===== config.mk =====
export PLATFORM = sky130hd
export DESIGN_NAME = hilo_muldiv_unit_flat
export DESIGN_NICKNAME = d
export VERILOG_FILES = /design/src/rtl/hilo_muldiv_unit_if.sv /design/src/rtl/hilo_muldiv_unit.sv /design/src/flat_wrapper.sv
export SDC_FILE = /design/constraint.sdc
export NUM_CORES = 1
export LEC_CHECK = 0
export CORE_ASPECT_RATIO = 0.9
export CORE_MARGIN = 4
export CORE_UTILIZATION = 59
export DETAILED_ROUTE_END_ITERATION = 16
export MAX_ROUTING_LAYER = met4
export PLACE_DENSITY = 0.82
export SYNTH_ARGS = -nofsm -noshare
export SYNTH_HDL_FRONTEND = slang
export SYNTH_SLANG_ARGS = --single-unit

===== constraint.sdc =====
create_clock -name Clk -period 4.8 [get_ports Clk]
set_input_delay 0.96 -clock Clk [delete_from_list [all_inputs] [get_ports Clk]]
set_output_delay 0.96 -clock Clk [all_outputs]
set_load 0.01 [all_outputs]

===== src/rtl/hilo_muldiv_unit_if.sv =====
// Operand/result bundle between the EX stage and the HI/LO multiply-divide unit.
// The pipeline side drives requests and MTHI/MTLO writes; the unit returns HI/LO and status.
interface hilo_muldiv_unit_if;
  logic        Start;
  logic [1:0]  Op;
  logic [31:0] A;
  logic [31:0] B;
  logic        HiWrite;
  logic        LoWrite;
  logic [31:0] WriteData;
  logic [31:0] Hi;
  logic [31:0] Lo;
  logic        Busy;
  logic        Done;

  modport master (
    output Start, Op, A, B, HiWrite, LoWrite, WriteData,
    input  Hi, Lo, Busy, Done
  );

  modport slave (
    input  Start, Op, A, B, HiWrite, LoWrite, WriteData,
    output Hi, Lo, Busy, Done
  );
endinterface


===== src/rtl/hilo_muldiv_unit.sv =====
// Iterative radix-2 MULT/MULTU/DIV/DIVU unit owning the HI/LO registers.
// Define MULDIV_EARLY_OUT_EN to skip the iterations when the divisor/multiplier is zero.
module hilo_muldiv_unit #(
  parameter int ITERATIONS = 32
) (
  input logic                 Clk,
  input logic                 Reset,
  hilo_muldiv_unit_if.slave   bus
);

  typedef enum logic [1:0] {IDLE, CALC, FIX} state_t;

  localparam logic [4:0] LAST = 5'(ITERATIONS - 1);

  state_t      state_q, state_d;
  logic [4:0]  cnt_q;
  logic [1:0]  op_q;
  logic [63:0] acc_q;    // mult: {partial product, multiplier}; div: {remainder, quotient}
  logic [31:0] opnd_q;   // |multiplicand| or |divisor|
  logic [31:0] a_raw_q;
  logic        b_zero_q;
  logic        neg_q;
  logic        neg_r;
  logic [31:0] hi_q, lo_q;
  logic        done_q;

  logic [32:0] mul_sum;
  logic [32:0] rem_shift;
  logic        rem_ge;
  logic [31:0] rem_sub;
  logic        signed_op;

  function automatic logic [31:0] mag(input logic [31:0] v, input logic sgn);
    return (sgn && v[31]) ? -v : v;
  endfunction

  assign signed_op = ~bus.Op[0];

  // NOTE: every signal assigned in an always_comb gets a default first so no latch is inferred.
  always_comb begin
    mul_sum   = {1'b0, acc_q[63:32]} + {1'b0, opnd_q};
    rem_shift = acc_q[63:31];
    rem_ge    = rem_shift >= {1'b0, opnd_q};
    rem_sub   = rem_shift[31:0] - opnd_q;
  end

  always_comb begin
    state_d = state_q;
    case (state_q)
      IDLE: if (bus.Start) begin
`ifdef MULDIV_EARLY_OUT_EN
        state_d = (bus.B == 32'd0) ? FIX : CALC;
`else
        state_d = CALC;
`endif
      end
      CALC:    if (cnt_q == LAST) state_d = FIX;
      FIX:     state_d = IDLE;
      default: state_d = IDLE;
    endcase
  end

  // NOTE: sequential state uses non-blocking assignments so all registers update from pre-edge values.
  always_ff @(posedge Clk or negedge Reset) begin
    if (!Reset) state_q <= IDLE;
    else        state_q <= state_d;
  end

  always_ff @(posedge Clk or negedge Reset) begin
    if (!Reset) begin
      cnt_q    <= '0;
      op_q     <= '0;
      acc_q    <= '0;
      opnd_q   <= '0;
      a_raw_q  <= '0;
      b_zero_q <= 1'b0;
      neg_q    <= 1'b0;
      neg_r    <= 1'b0;
      hi_q     <= '0;
      lo_q     <= '0;
      done_q   <= 1'b0;
    end else begin
      done_q <= (state_q == FIX);
      case (state_q)
        IDLE: begin
          if (bus.HiWrite) hi_q <= bus.WriteData;
          if (bus.LoWrite) lo_q <= bus.WriteData;
          if (bus.Start) begin
            op_q     <= bus.Op;
            cnt_q    <= '0;
            a_raw_q  <= bus.A;
            b_zero_q <= (bus.B == 32'd0);
            neg_q    <= signed_op & (bus.A[31] ^ bus.B[31]);
            neg_r    <= signed_op & bus.A[31];
            if (bus.Op[1]) begin
              acc_q  <= {32'd0, mag(bus.A, signed_op)};
              opnd_q <= mag(bus.B, signed_op);
            end else begin
              acc_q  <= {32'd0, mag(bus.B, signed_op)};
              opnd_q <= mag(bus.A, signed_op);
            end
          end
        end
        CALC: begin
          cnt_q <= cnt_q + 5'd1;
          if (!op_q[1])
            acc_q <= acc_q[0] ? {mul_sum, acc_q[31:1]} : {1'b0, acc_q[63:1]};
          else if (rem_ge)
            acc_q <= {rem_sub, acc_q[30:0], 1'b1};
          else
            acc_q <= {rem_shift[31:0], acc_q[30:0], 1'b0};
        end
        FIX: begin
          if (!op_q[1]) begin
            {hi_q, lo_q} <= neg_q ? -acc_q : acc_q;
          end else if (b_zero_q) begin
            hi_q <= a_raw_q;
            lo_q <= '1;
          end else begin
            lo_q <= neg_q ? -acc_q[31:0]  : acc_q[31:0];
            hi_q <= neg_r ? -acc_q[63:32] : acc_q[63:32];
          end
        end
        default: ;
      endcase
    end
  end

  assign bus.Hi   = hi_q;
  assign bus.Lo   = lo_q;
  assign bus.Busy = (state_q != IDLE);
  assign bus.Done = done_q;

endmodule


===== src/flat_wrapper.sv =====
// flat-port wrapper written by rule: the top's interface ports become plain ports
module hilo_muldiv_unit_flat 
#(
  parameter int ITERATIONS = 32
)
  (Clk, Reset, bus_Start, bus_Op, bus_A, bus_B, bus_HiWrite, bus_LoWrite, bus_WriteData, bus_Hi, bus_Lo, bus_Busy, bus_Done);
  hilo_muldiv_unit_if bus_i ();
  input logic Clk;
  input logic Reset;
  input wire logic [$bits(bus_i.Start)-1:0] bus_Start;
  input wire logic [$bits(bus_i.Op)-1:0] bus_Op;
  input wire logic [$bits(bus_i.A)-1:0] bus_A;
  input wire logic [$bits(bus_i.B)-1:0] bus_B;
  input wire logic [$bits(bus_i.HiWrite)-1:0] bus_HiWrite;
  input wire logic [$bits(bus_i.LoWrite)-1:0] bus_LoWrite;
  input wire logic [$bits(bus_i.WriteData)-1:0] bus_WriteData;
  output wire logic [$bits(bus_i.Hi)-1:0] bus_Hi;
  output wire logic [$bits(bus_i.Lo)-1:0] bus_Lo;
  output wire logic [$bits(bus_i.Busy)-1:0] bus_Busy;
  output wire logic [$bits(bus_i.Done)-1:0] bus_Done;
  assign bus_i.Start = bus_Start;
  assign bus_i.Op = bus_Op;
  assign bus_i.A = bus_A;
  assign bus_i.B = bus_B;
  assign bus_i.HiWrite = bus_HiWrite;
  assign bus_i.LoWrite = bus_LoWrite;
  assign bus_i.WriteData = bus_WriteData;
  assign bus_Hi = bus_i.Hi;
  assign bus_Lo = bus_i.Lo;
  assign bus_Busy = bus_i.Busy;
  assign bus_Done = bus_i.Done;
  hilo_muldiv_unit #(.ITERATIONS(ITERATIONS)) u_core (.Clk(Clk), .Reset(Reset), .bus(bus_i));
endmodule

==> key figures, run 1 <==
Placed design
  • Final HPWL DP: 50300 µm
  • Post-DP Area: 19100 µm²
  • PortBufs: 168
  • Final Wtd Congestion: 1.04
  • Worst setup slack before clock tree synthesis: 682 ps

Logic synthesis
  • Number of flops mapped to enable cells by yosys: 0
  • Main flop type after synthesis: sky130_fd_sc_hd__dfrtp_1
  • Sequential fraction of the synthesis area: 29.5%
  • Count of yosys warnings during synthesis: 0
  • Synthesis-stage register bit count: 204
  • Synthesized area: 17300 µm²
  • Library cells used by synthesis: 74
  • Cells after synthesis: 2270
  • Mean instance size in the synthesized netlist: 7.62 µm²
  • Number of nets in the synthesized netlist: 2445
  • Async S/R FF share, synth: 100%

Drt
  • Initial DRT Pass Iterations: 6
  • Average via count per standard cell: 6.61
  • Detailed router's first-iteration violation count: 2344
  • # DRC: 0
  • Avg WL per Cell: 24.5 µm
  • Antenna Violating Nets Remaining: 0
  • Vias after detailed routing: 18100
  • Final WL: 67000 µm

Clocking
  • Total CTS buffers: 23
  • Clock Sinks: 204
  • H-tree depth: 1
  • Post-CTS setup-driven buffer insertion count: 0
  • CTS tree: built
  • Cts-stage hold buffer count: 0
  • Clock latency of the later-clocked register in the worst-skew pair: 540 ps
  • Clk root buf: sky130_fd_sc_hd__clkbuf_16
  • Longest Clk Path Bufs: 3
  • Gates resized, CTS repair: 0
  • Clk pin slew, worst setup/hold paths: 70 ps

Floorplan
  • Initial core utilization: 59.8%
  • Core Area: 28900 µm²
  • Width of the die: 189 µm
  • Floorplan row count: 59
  • Floorplan die height: 170 µm
  • Number of I/O pins: 169
  • Floorplan die area: 32100 µm²

Finish
  • Final design instance area without fill: 20000 µm²
  • Area growth from synthesis to layout: 15.5%
  • Ratio of cells with drive above 1 in the final layout: 4.79%
  • Number of nets in the final layout: 2495

STA
  • Maximum clock skew at final layout: 13.4 ps
  • Worst relative slew slack: 17.5%
  • Worst Max-Slew Pin Slew: 1230 ps
  • Setup repair after global routing missed its margin: no
  • Min setup slack post-route: 870 ps
  • Max-slew violation count: 0
  • Hold Fails Final Rpt: 0
  • Tcrit/Tclk final: 81.9%
  • Highest clock rate: 254 MHz
  • Count of endpoints failing setup in the final report: 0
  • Tmin final: 3930 ps
  • Total Neg Setup Slack: 0 ps

Critical path
  • Longest individual stage delay on the worst path: 780 ps
  • Critical path arrival: 4390 ps
  • Critical Path Sink Type: flop
  • Classification of the worst setup path: flop to flop
  • Largest fanout on the critical path: 10
  • CP cell instances: ha_1, inv_1, fa_1, nand2b_1, a21oi_2, o41a_1, a221o_1, a2111oi_1, o21ai_1, a21oi_1, xnor2_1, mux2i_1, o211ai_1
  • Category of the worst setup path launch point: flop
  • Slowest cell on crit path: sky130_fd_sc_hd__a2111oi_1
  • Critical path required time: 5260 ps

Global routing
  • Maximum number of pins on one net before global-route repair: 101
  • Wire length of the first global-routing pass: 101000 µm
  • Overall overflow remaining after global route: 0
  • Highest-utilization routing layer at the global route stage: met2
  • Met1 demand-to-capacity share in global routing: 55.5%
  • Met3 track demand over resource in global routing: 11.8%
  • Via count of the first global-routing pass: 17100
  • Initial antenna violation count: 4
  • Global-route total usage across every layer: 41.6%
  • Met2 Use GR: 61.6%

Run
  • Number of max-capacitance violations reported: 0

Min path
  • Hold WC Path Type: flop to flop

Power
  • IR Drop Worst-Case VDD: 0.467 mV
  • Power per unit of standard cell area: 848 nW/µm²
  • Leak: 8.17 nW

Outcome
  • Outcome: complete, no violations
==> power by group <==
group	leakage (nW)	internal, mW	switching [mW]
clock network	0.415	1.22	0.801
logic	5.29	4.59	6.33
registers	2.46	2.57	1.43
==> flip-flops by register name (all words and copies together), names as in the netlist <==
signal,count
u_core.a_raw_q,32
u_core.acc_q,64
u_core.b_zero_q,1
u_core.bus.Done,1
u_core.bus.Hi,32
u_core.bus.Lo,32
u_core.cnt_q,5
u_core.neg_q,1
u_core.neg_r,1
u_core.op_q,1
u_core.opnd_q,32
u_core.state_q,2
==> kinds of logic (layout without fill, tap and decap cells) <==
kind of cell	Yosys count	after routing	synth area share [%]
compound gates	758	758	27.2
xor+xnor	204	204	10.3
fa+ha+maj	72	72	5.29
buf+inv	238	305	5.18
flops	204	204	29.5
mux	54	54	3.15
other cells	0	3	0
simple gates	740	740	19.3
==> synth_stat cells, types with 6 or more instances <==
library cell / number / area [µm²]
sky130_fd_sc_hd__a221oi_1: 9 / 78.8
sky130_fd_sc_hd__o41ai_1: 9 / 78.8
sky130_fd_sc_hd__inv_1: 64 / 240
sky130_fd_sc_hd__o21ai_0: 218 / 1090
sky130_fd_sc_hd__o21bai_1: 7 / 52.6
sky130_fd_sc_hd__or2_2: 9 / 56.3
sky130_fd_sc_hd__a21o_1: 28 / 210
sky130_fd_sc_hd__xnor2_1: 114 / 998
sky130_fd_sc_hd__nand3_1: 32 / 160
sky130_fd_sc_hd__clkbuf_1: 146 / 548
sky130_fd_sc_hd__or4_1: 17 / 128
sky130_fd_sc_hd__nor3_1: 38 / 190
sky130_fd_sc_hd__and2_1: 6 / 37.5
sky130_fd_sc_hd__and3_1: 12 / 75.1
sky130_fd_sc_hd__nor2_1: 135 / 507
sky130_fd_sc_hd__o21a_1: 9 / 67.6
sky130_fd_sc_hd__ha_1: 70 / 876
sky130_fd_sc_hd__mux2i_1: 50 / 500
sky130_fd_sc_hd__o21ai_1: 35 / 175
sky130_fd_sc_hd__nand4_1: 13 / 81.3
sky130_fd_sc_hd__a211oi_1: 64 / 480
sky130_fd_sc_hd__a22oi_1: 9 / 67.6
sky130_fd_sc_hd__o31ai_1: 15 / 113
sky130_fd_sc_hd__nand2_1: 367 / 1380
sky130_fd_sc_hd__nor4_1: 19 / 119
sky130_fd_sc_hd__dfrtp_1: 204 / 5100
sky130_fd_sc_hd__a22o_1: 11 / 96.3
sky130_fd_sc_hd__nor2b_1: 28 / 175
sky130_fd_sc_hd__xor2_1: 90 / 788
sky130_fd_sc_hd__buf_1: 24 / 90.1
sky130_fd_sc_hd__a31oi_1: 24 / 150
sky130_fd_sc_hd__o211ai_1: 53 / 398
sky130_fd_sc_hd__a21oi_1: 175 / 876
sky130_fd_sc_hd__or3_1: 25 / 156
sky130_fd_sc_hd__o22ai_1: 40 / 250
sky130_fd_sc_hd__nand2b_1: 28 / 175
==> metrics by stage <==
stage               power (mW)  cells  util (%)  hold slack (ps)
floorplan                 11.1   2270         -              445
global placement          14.3   2691      66.1              460
detailed placement        14.5   2691      66.1              467
CTS                       16.6   2733      69.0              483
global route              18.1   2736      69.1              501
finish                    16.9   2736      69.1              478
==> area by class of cell <==
cell class	instances	area (µm²)
flip-flops and latches	204	5110
inverters	66	248
fillers	2408	8950
clock buffers	28	634
clock inverters	14	214
repair buffers	197	1940
multi-input cells	1828	11300
well taps	396	495
diodes	3	7.51
==> cell usage in the layout (no fill, tap or decap), drive strengths merged, types with 6 or more instances in the layout <==
master / instances
nor4: 22
nand4: 13
o31ai: 16
or3: 25
and2: 6
and3: 12
nand3: 32
clkdlybuf4s50: 166
xor2: 90
nor2: 135
a21oi: 177
ha: 70
nand2b: 28
dfrtp: 204
o22ai: 40
o21ai: 254
nand2: 367
clkbuf: 29
o211ai: 54
nor3: 38
or2: 12
or4: 18
o41ai: 9
nor2b: 28
o21bai: 7
a22oi: 9
o21a: 9
buf: 30
a221oi: 10
a22o: 11
inv: 67
mux2i: 50
a21o: 28
a211oi: 64
a31oi: 24
clkinv: 6
xnor2: 114
==> per-layer routing <==
metal | up-vias | part of all wire (%)
met4 | 0 | 4.0
li1 | 8217 | -
met2 | 1072 | 43
met3 | 182 | 12
met5 | - | 0
met1 | 8609 | 41
==> critical path, delay by kind of cell, from the launching register on <==
kind / cells / cell delay (ps)
XOR/XNOR: 1 / 160
adder cells (fa/ha/maj): 2 / 490
multiplexers: 1 / 100
flip-flops: 1 / 520
buffers and inverters: 1 / 70
AO/OA/AOI/OAI: 7 / 2340
AND/OR/NAND/NOR: 1 / 150
==> path summary, 6_finish.rpt <==
path	startpoint	to	slack, ps	depth (start not counted)
max	u_core.acc_q[32]	u_core.acc_q[55]	870	13
min	u_core.bus.Lo[8]	u_core.bus.Lo[8]	480	2
max reg2reg	u_core.acc_q[32]	u_core.acc_q[55]	870	13
min reg2reg	u_core.bus.Lo[8]	u_core.bus.Lo[8]	480	2
max in group asynchronous	Reset	u_core.acc_q[9]	3220	2
min in group asynchronous	Reset	u_core.acc_q[49]	490	1
No activity file was read; power rests on OpenSTA's default activity.
==> run 2, diff against run 1 <==
==> constraint.sdc (replaced) <==
create_clock -name Clk -period 4.1 [get_ports Clk]
set_input_delay 0.82 -clock Clk [delete_from_list [all_inputs] [get_ports Clk]]
set_output_delay 0.82 -clock Clk [all_outputs]
set_load 0.01 [all_outputs]
==> key figures, run 2 (synthesis gave the netlist of run 1 again) <==
Outcome
  • Outcome: complete, no violations

Finish
  • Number of flip-flops under the largest register name: 64
  • Area growth from synthesis to layout: 16.7%
  • Final Core Density: 69.8%
  • Most frequent cells in the layout: sky130_fd_sc_hd__nand2_1, sky130_fd_sc_hd__o21ai_0, sky130_fd_sc_hd__dfrtp_1
  • Number of nets in the final layout: 2528
  • Register bank with the most flops: u_core.acc_q
  • Final cell count without fillers: 2768
  • Ratio of cells with drive above 1 in the final layout: 5.95%
  • Most common cell after layout, fill and taps aside: sky130_fd_sc_hd__nand2_1

Clocking
  • Gates resized, CTS repair: 0
  • Cts-stage hold buffer count: 0
  • Post-CTS setup-driven buffer insertion count: 0
  • H-tree depth: 1
  • Longest Clk Path Bufs: 3
  • CTS tree: built
  • Total CTS buffers: 25
  • Clk pin slew, worst setup/hold paths: 60 ps
  • Clk root buf: sky130_fd_sc_hd__clkbuf_16
  • Clock Sinks: 204
  • Clock latency of the later-clocked register in the worst-skew pair: 540 ps

Drt
  • Final WL: 67500 µm
  • Detailed router's first-iteration violation count: 2808
  • Avg WL per Cell: 24.4 µm
  • Vias after detailed routing: 18300
  • Antenna Violating Nets Remaining: 0
  • Average via count per standard cell: 6.63
  • Initial DRT Pass Iterations: 8
  • # DRC: 0

Floorplan
  • Width of the die: 189 µm
  • Floorplan die area: 32100 µm²
  • Number of I/O pins: 169
  • Floorplan row count: 59
  • Floorplan die height: 170 µm
  • Initial core utilization: 59.8%
  • Core Area: 28900 µm²

Run
  • Number of max-capacitance violations reported: 0

STA
  • Total Neg Setup Slack: 0 ps
  • Maximum clock skew at final layout: 18.7 ps
  • Count of endpoints failing setup in the final report: 0
  • Worst Max-Slew Pin Slew: 1170 ps
  • Hold Fails Final Rpt: 0
  • Tmin final: 3720 ps
  • Tcrit/Tclk final: 90.6%
  • Max-slew violation count: 0
  • Worst relative slew slack: 22.3%
  • Highest clock rate: 269 MHz
  • Hold_ws: 308 ps
  • Setup repair after global routing missed its margin: no

Global routing
  • Via count of the first global-routing pass: 17100
  • Overall overflow remaining after global route: 0
  • Global-route total usage across every layer: 41.7%
  • Maximum number of pins on one net before global-route repair: 75
  • Initial antenna violation count: 0
  • Wire length of the first global-routing pass: 101000 µm

Critical path
  • Slowest cell on crit path: sky130_fd_sc_hd__dfrtp_1
  • Crit path buffers/inverters: 1
  • Family of cells with the greatest summed delay on the critical path: compound AO/OA/AOI/OAI gates
  • CP cell instances: inv_1, fa_1, nand2b_1, a21oi_2, o41a_1, a221oi_4, o21ai_2, a31o_4, a2111oi_4, nor4_1, o41a_1, a22o_1
  • Critical path arrival: 4140 ps
  • Critical Path Sink Type: flop
  • Longest individual stage delay on the worst path: 510 ps
  • Cell seen most often among critical-path stages: sky130_fd_sc_hd__o41a_1
  • Category of the worst setup path launch point: flop
  • Classification of the worst setup path: flop to flop
  • Largest fanout on the critical path: 9
  • Critical path required time: 4520 ps

Placed design
  • Placed Cells: 2722
  • PortBufs: 168
  • Final Wtd Congestion: 1.06
  • Final HPWL DP: 51300 µm

Min path
  • Hold WC Path Type: primary input to async pin

Power
  • IR Drop Worst-Case VDD: 0.548 mV
  • Power per unit of standard cell area: 986 nW/µm²
  • Leak: 8.31 nW
  • Power consumption: 19.9 mW
==> run 2: path summary, 6_finish.rpt <==
check,slack (ps),to,from,cells past startpoint
hold / removal,310,u_core.acc_q[59],Reset,1
max in group asynchronous,2830,u_core.acc_q[10],Reset,2
setup / recovery,380,u_core.acc_q[63],u_core.acc_q[33],12
hold reg to reg,480,u_core.bus.Lo[0],u_core.bus.Lo[0],2
min in group Clk,480,u_core.bus.Lo[0],u_core.bus.Lo[0],2
setup reg to reg,380,u_core.acc_q[63],u_core.acc_q[33],12
==> run 2: cell type report <==
type / instances / area (µm²)
Multi-Input combinational cell: 1828 / 11300
Clock inverter: 8 / 103
Timing Repair Buffer: 228 / 2170
Sequential cell: 204 / 5110
Antenna cell: 1 / 2.50
Clock buffer: 37 / 731
Inverter: 66 / 248
Tap cell: 396 / 495
Fill cell: 2420 / 8740
==> run 2: stage by stage <==
stage / worst slack [ps] / cell area (µm²)
after floorplan: 797 / 17300
after global placement: 180 / 19400
after detailed placement: 111 / 19400
after CTS: 447 / 20200
after global routing: 240 / 20200
final: 384 / 20200
==> run 2: power by group <==
part | switching [mW] | leakage, nW | internal, mW | total [mW]
Clock | 0.924 | 0.404 | 1.36 | 2.28
Combinational | 7.61 | 5.44 | 5.46 | 13.1
Sequential | 1.55 | 2.46 | 3.02 | 4.57
Total | 10.1 | 8.31 | 9.84 | 19.9
==> run 2: routing by layer <==
metal	up-vias	track usage, %	part of all wire [%]	wire length [µm]
met5	-	-	0	0
met4	0	15.9	5.2	3490
met3	224	10.9	13	8710
met2	1171	61.4	43	28700
met1	8654	55.4	39	26600
li1	8292	-	-	-
